File: config.mk
export PLATFORM = sky130hd
export DESIGN_NAME = usb_uart_streamer_flat
export DESIGN_NICKNAME = d
export VERILOG_FILES = /design/src/rtl/usb_debug_pkg.sv /design/src/rtl/usb_uart_streamer_if.sv /design/src/rtl/usb_uart_streamer_baud_tick.sv /design/src/rtl/usb_uart_streamer.sv /design/src/flat_wrapper.sv
export SDC_FILE = /design/constraint.sdc
export NUM_CORES = 1
export LEC_CHECK = 0
export ABC_CLOCK_PERIOD_IN_PS = 2760
export CAP_MARGIN = 10
export CORE_ASPECT_RATIO = 0.75
export CORE_MARGIN = 2
export CORE_UTILIZATION = 35
export CTS_BUF_LIST = sky130_fd_sc_hd__clkbuf_4
export CTS_CLUSTER_SIZE = 10
export DETAILED_ROUTE_END_ITERATION = 16
export PLACE_DENSITY_LB_ADDON = 0.12
export SLEW_MARGIN = 25
export SYNTH_ARGS = -nofsm -noshare
export SYNTH_HDL_FRONTEND = slang
export SYNTH_HIERARCHICAL = 1
export SYNTH_SLANG_ARGS = --single-unit
File: constraint.sdc
create_clock -name clk48 -period 2.76 [get_ports clk48]
set_clock_uncertainty 0.2 [all_clocks]
set_input_delay 0.414 -clock clk48 [delete_from_list [all_inputs] [get_ports clk48]]
set_output_delay 0.414 -clock clk48 [all_outputs]
set_load 0.005 [all_outputs]
File: src/rtl/usb_debug_pkg.sv
// Shared definitions for the USB-domain debug streaming blocks.
// Holds the default clock/baud rates, the UART FSM state type and the bit-period helper.
package usb_debug_pkg;

  localparam int unsigned DEFAULT_CLK_HZ = 48_000_000;
  localparam int unsigned DEFAULT_BAUD   = 115_200;

  typedef enum logic [2:0] {
    ST_IDLE,
    ST_REQ,
    ST_WAIT,
    ST_START,
    ST_DATA,
    ST_STOP
  } uart_state_t;

  // Clocks per UART bit, rounded to nearest so the baud error stays symmetric.
  function automatic int unsigned calc_cpb(input int unsigned clk_hz, input int unsigned baud);
    return (clk_hz + baud / 2) / baud;
  endfunction

endpackage

File: src/rtl/usb_uart_streamer_if.sv
// Byte-pull handshake between the status annunciator (master, byte source) and the UART streamer (slave).
interface usb_uart_streamer_if;

  logic       inc;
  logic [7:0] din;
  logic       din_v;

  modport master (output din, output din_v, input inc);
  modport slave  (input din, input din_v, output inc);

endinterface

File: src/rtl/usb_uart_streamer_baud_tick.sv
// Bit-period timer: counts CPB cycles down and pulses tick on the terminal count.
// restart reloads the full period so the first bit after it lasts exactly CPB cycles.
module uart_baud_tick #(
  parameter int unsigned CPB = 417
) (
  input  logic clk48,
  input  logic rst,
  input  logic restart,
  output logic tick
);

  localparam int unsigned CW = (CPB > 1) ? $clog2(CPB) : 1;

  logic [CW-1:0] count;

  always_ff @(posedge clk48) begin
    if (rst) begin
      count <= '0;
    end else if (restart || (count == '0)) begin
      count <= CW'(CPB - 1);
    end else begin
      count <= count - 1'b1;
    end
  end

  assign tick = (count == '0) && !restart;

endmodule

File: src/rtl/usb_uart_streamer.sv
// Pulls bytes from the annunciator over inc/din/din_v and sends each one as 8N1 UART on tx.
// Requests are re-issued after REQ_TIMEOUT idle cycles to ride over the upstream wrap cycle.
module usb_uart_streamer
  import usb_debug_pkg::*;
#(
  parameter int unsigned CLK_HZ      = DEFAULT_CLK_HZ,
  parameter int unsigned BAUD        = DEFAULT_BAUD,
  parameter int unsigned REQ_TIMEOUT = 4
) (
  input  logic                clk48,
  input  logic                rst,
  input  logic                enable,
  usb_uart_streamer_if.slave  up,
  output logic                tx,
  output logic                busy
);

  localparam int unsigned CPB = calc_cpb(CLK_HZ, BAUD);
  localparam int unsigned TW  = $clog2(REQ_TIMEOUT + 1);

  uart_state_t   state;
  logic [7:0]    shreg;
  logic [2:0]    bit_idx;
  logic [TW-1:0] tcount;
  logic          inc_q;
  logic          baud_restart;
  logic          baud_tick;

  assign up.inc = inc_q;

  // The timer is reloaded on the same edge that enters START, so the start bit is a full period.
  assign baud_restart = (state == ST_WAIT) && up.din_v;

  uart_baud_tick #(
    .CPB(CPB)
  ) u_baud (
    .clk48  (clk48),
    .rst    (rst),
    .restart(baud_restart),
    .tick   (baud_tick)
  );

  always_ff @(posedge clk48) begin
    if (rst) begin
      state   <= ST_IDLE;
      tx      <= 1'b1;
      inc_q   <= 1'b0;
      busy    <= 1'b0;
      shreg   <= '0;
      bit_idx <= '0;
      tcount  <= '0;
    end else begin
      inc_q <= 1'b0;
      case (state)
        ST_IDLE: begin
          tx <= 1'b1;
          if (enable) begin
            state <= ST_REQ;
            inc_q <= 1'b1;
            busy  <= 1'b1;
          end
        end
        ST_REQ: begin
          tcount <= '0;
          state  <= ST_WAIT;
        end
        // A byte arriving on the terminal-count cycle is still taken; no re-request then.
        ST_WAIT: begin
          if (up.din_v) begin
            shreg <= up.din;
            tx    <= 1'b0;
            state <= ST_START;
          end else if (tcount == TW'(REQ_TIMEOUT - 1)) begin
            state <= ST_REQ;
            inc_q <= 1'b1;
          end else begin
            tcount <= tcount + 1'b1;
          end
        end
        ST_START: begin
          if (baud_tick) begin
            state   <= ST_DATA;
            bit_idx <= '0;
            tx      <= shreg[0];
          end
        end
        ST_DATA: begin
          if (baud_tick) begin
            shreg <= shreg >> 1;
            if (bit_idx == 3'd7) begin
              state <= ST_STOP;
              tx    <= 1'b1;
            end else begin
              bit_idx <= bit_idx + 1'b1;
              tx      <= shreg[1];
            end
          end
        end
        ST_STOP: begin
          if (baud_tick) begin
            if (enable) begin
              state <= ST_REQ;
              inc_q <= 1'b1;
            end else begin
              state <= ST_IDLE;
              busy  <= 1'b0;
            end
          end
        end
        default: begin
          state <= ST_IDLE;
          tx    <= 1'b1;
          busy  <= 1'b0;
        end
      endcase
    end
  end

endmodule

File: src/flat_wrapper.sv
// flat-port wrapper written by rule: the top's interface ports become plain ports
module usb_uart_streamer_flat import usb_debug_pkg::*;
#(
  parameter int unsigned CLK_HZ      = DEFAULT_CLK_HZ,
  parameter int unsigned BAUD        = DEFAULT_BAUD,
  parameter int unsigned REQ_TIMEOUT = 4
)
  (clk48, rst, enable, tx, busy, up_din, up_din_v, up_inc);
  usb_uart_streamer_if up_i ();
  input  logic clk48;
  input  logic rst;
  input  logic enable;
  output logic tx;
  output logic busy;
  input wire logic [$bits(up_i.din)-1:0] up_din;
  input wire logic [$bits(up_i.din_v)-1:0] up_din_v;
  output wire logic [$bits(up_i.inc)-1:0] up_inc;
  assign up_i.din = up_din;
  assign up_i.din_v = up_din_v;
  assign up_inc = up_i.inc;
  usb_uart_streamer #(.CLK_HZ(CLK_HZ), .BAUD(BAUD), .REQ_TIMEOUT(REQ_TIMEOUT)) u_core (.clk48(clk48), .rst(rst), .enable(enable), .up(up_i), .tx(tx), .busy(busy));
endmodule
==> flow_metrics.env <==
export IMPL_synth_edf_count=0
export IMPL_hold_ws_ps=273
export IMPL_crit_type="reg -> reg"
export IMPL_fmax_mhz=399
export IMPL_async_flop_share=0
export IMPL_grt_usage=0.150
export IMPL_power_frac_clock=0.196
export IMPL_seqCellArea_sq_um=581
export IMPL_hold_viol_final=0
export IMPL_area_delta_synth_final_pct=18.1
export IMPL_cap_violations=0
export IMPL_htreeDepth=2
export IMPL_p_comb_frac=0.368
export IMPL_start_kind="flip-flop"
export IMPL_grt_pass1_vias=1192
export IMPL_final_cell_area_sq_um=1810
export IMPL_viasPerCell=5.18
export IMPL_post_route_period_util=0.907
export IMPL_yosysUniqueCellTypes=47
export IMPL_cts_root_buf="clkbuf_4"
export IMPL_fillerInstances=426
export IMPL_die_area_sq_um=4940
export IMPL_clk_pin_slew_ps=100
export IMPL_synth_top_area_cell="dfxtp_1"
export IMPL_worstPathRequired_ps=2820
export IMPL_finalSetupViolCount=0
export IMPL_die_h_um=61.4
export IMPL_nets=201
export IMPL_ctsLongestPathBuffers=2
export IMPL_worst_pin_slew_ps=585
export IMPL_yosysTopAreaCellShare=0.378
export IMPL_p_leak_nw=0.640
export IMPL_cpMostUsedCell="nor2_1"
export IMPL_start_util=0.372
export IMPL_first_pass_iters=4
export IMPL_rows=20
export IMPL_place_area_sq_um=1760
export IMPL_globalplace_congestion=0.808
export IMPL_core_sq_um=4130
export IMPL_switching_share=0.361
export IMPL_cp_slowest_cell="nor4_1"
export IMPL_layout_drive_gt1_share=0.168
export IMPL_r2r_slack_ps=260
export IMPL_reg2reg_to="u_core/shreg[0]"
export IMPL_seqPwrFrac=0.435
export IMPL_dpl_hpwl_mm=2.28
export IMPL_cts_tree="built"
export IMPL_crit_fanout=15
export IMPL_endpoint="u_core/shreg[0]"
export IMPL_path_buf_inv=0
export IMPL_wirelength_mm=3.12
export IMPL_drtAntennaViolNets=0
export IMPL_power_mw=1.29
export IMPL_n_antenna_cell=0
export IMPL_slew_viol_final=0
export IMPL_status="finished clean"
export IMPL_die_w_um=80.5
export IMPL_holdCritPathClass="reg -> reg"
export IMPL_grt_pass1_wl_mm=5.54
export IMPL_p_int_uw=827
export IMPL_ys_warn_count=6
export IMPL_maxSlewHeadroom=0.606
export IMPL_post_cts_buffers=0
export IMPL_avgSynthCellArea_sq_um=9.48
export IMPL_tns_ps=0
export IMPL_crit_path_max_incr_delay_ps=570
export IMPL_routedWlPerCell_um=13.0
export IMPL_ys_top_cells_by_area="dfxtp_1, mux2i_1, a211oi_2"
export IMPL_clock_latency_ps=330
export IMPL_power_switching_uw=467
export IMPL_multi_input_area_sq_um=876
export IMPL_drtIter0Drc=63
export IMPL_ys_flop_type="dfxtp_1"
export IMPL_overflow=0
export IMPL_numCtsBuffers=5
export IMPL_antenna_found_initial=0
export IMPL_power_density_cell_area_nw_per_um2=713
export IMPL_crit_start="u_core/u_baud/count[4]"
export IMPL_cts_sinks=29
export IMPL_yosysSeqAreaShare=0.378
export IMPL_regToRegStartpoint="u_core/u_baud/count[4]"
export IMPL_io_buffers=14
export IMPL_postSynthCellCount=162
export IMPL_io_pins=15
export IMPL_period_needed_ps=2500
export IMPL_reg2reg_depth=7
export IMPL_grt_max_degree=17
export IMPL_path_cells="nor4_1, nand2_1, nor2_1, nand3b_2, a21oi_4, nor2_1, a211oi_2"
export IMPL_synth_net_count=179
export IMPL_critical_path_depth=7
export IMPL_ys_seq_elements=29
export IMPL_drc=0
export IMPL_peakVddDrop_mv=0.327
export IMPL_cts_resized=0
export IMPL_critPathArrivalTime_ps=2560
export IMPL_endpoint_kind="flip-flop"
export IMPL_cp_top_family="simple AND/OR/NAND/NOR gates"
export IMPL_rsz0062_at_grt="no"
export IMPL_via_count=1244
export IMPL_netlist_area_sq_um=1540
export IMPL_cts_hold_buf=0
-- per-layer routing --
layer,wire [um],vias up,GRT usage
met5,0,-,0
met1,1620,579,0.202
met4,49,0,0.0678
met2,1320,20,0.223
li1,-,640,-
met3,121,5,0.0469
-- power groups by stage --
stage	registers, mW	logic, mW	clock network [mW]
6_report	0.563	0.476	0.254
5_1_grt	0.575	0.535	0.292
4_1_cts	0.562	0.479	0.270
3_5_place_dp	0.571	0.477	0
3_3_place_gp	0.569	0.468	0
2_1_floorplan	0.557	0.334	0
-- cell families (layout without fill, tap and decap cells) --
group	Yosys count	count (layout)	share of synthesized area
XOR/XNOR	2	2	0.0114
adder cells (fa/ha/maj)	5	5	0.0407
multiplexers	12	12	0.0782
flip-flops	29	29	0.378
AO/OA/AOI/OAI	41	41	0.217
AND/OR/NAND/NOR	57	57	0.222
buffers and inverters	16	39	0.0521
-- how the worst min path moves through the flow --
stage,start,end,slack (ps),cells after the start
final,u_core/u_baud/count[0],u_core/u_baud/count[0],270,1
after floorplan,u_core/u_baud/count[0],u_core/u_baud/count[0],230,1
after CTS,u_core/u_baud/count[0],u_core/u_baud/count[0],270,1
after global routing,u_core/u_baud/count[0],u_core/u_baud/count[0],310,1
after detailed placement,u_core/u_baud/count[0],u_core/u_baud/count[0],250,1
after global placement,u_core/u_baud/count[0],u_core/u_baud/count[0],240,1
-- Yosys cell counts, types with 2 or more instances --
cell,instances
nor4_1,2
a32oi_1,2
a21oi_4,2
o21ai_0,5
dfxtp_1,29
nand2b_1,3
nor4b_1,2
inv_1,9
o31ai_1,4
or3_1,3
a22oi_1,3
clkbuf_1,2
a211oi_2,7
nor2_1,22
nor3b_1,3
nor2b_1,4
nand2_1,3
mux2i_1,12
ha_1,5
o21ai_1,2
nand3b_1,2
a21oi_1,6
a31oi_1,2
xnor2_1,2
and2_0,2
buf_4,3
-- layout make-up --
type,count,area share
multi-input combinational,117,0.483
sequential,29,0.320
timing repair buffer,22,0.110
tap,55,0.0379
clock buffer,5,0.0207
inverter,9,0.0186
clock inverter,3,0.00966
-- state kept, by name (all words and copies together), names as in the netlist --
signal	count
u_core/tx	1
u_core/tcount	3
u_core/bit_idx	3
u_core/state	3
u_core/busy	1
u_core/up.inc	1
u_core/u_baud/count	9
u_core/shreg	8
-- cell usage in the layout, fill, tap and decap left out, types with 2 or more instances in the layout --
cell,Yosys,routed
nor2b_1,4,4
nand2_1,3,3
o21ai_1,2,2
xnor2_1,2,2
a22oi_1,3,3
a21oi_4,2,2
a31oi_1,2,2
clkinv_2,0,2
nor3b_1,3,3
a32oi_1,2,2
or3_1,3,3
inv_1,9,9
o21ai_0,5,5
clkbuf_4,0,5
a211oi_2,7,7
nor4b_1,2,2
ha_1,5,5
nor4_1,2,2
buf_4,3,8
clkdlybuf4s50_1,0,14
and2_0,2,2
nand3b_1,2,2
mux2i_1,12,12
a21oi_1,6,6
nand2b_1,3,3
nor2_1,22,22
dfxtp_1,29,29
o31ai_1,4,4
-- through the flow --
step                       util  cells  setup slack, ps
after CTS                 0.439    240              239
after detailed placement  0.426    232              140
final                     0.439    240              256
after floorplan               -    162              402
after global routing      0.439    240             11.5
after global placement    0.426    232              228
Power figures use the tool's default switching activity.
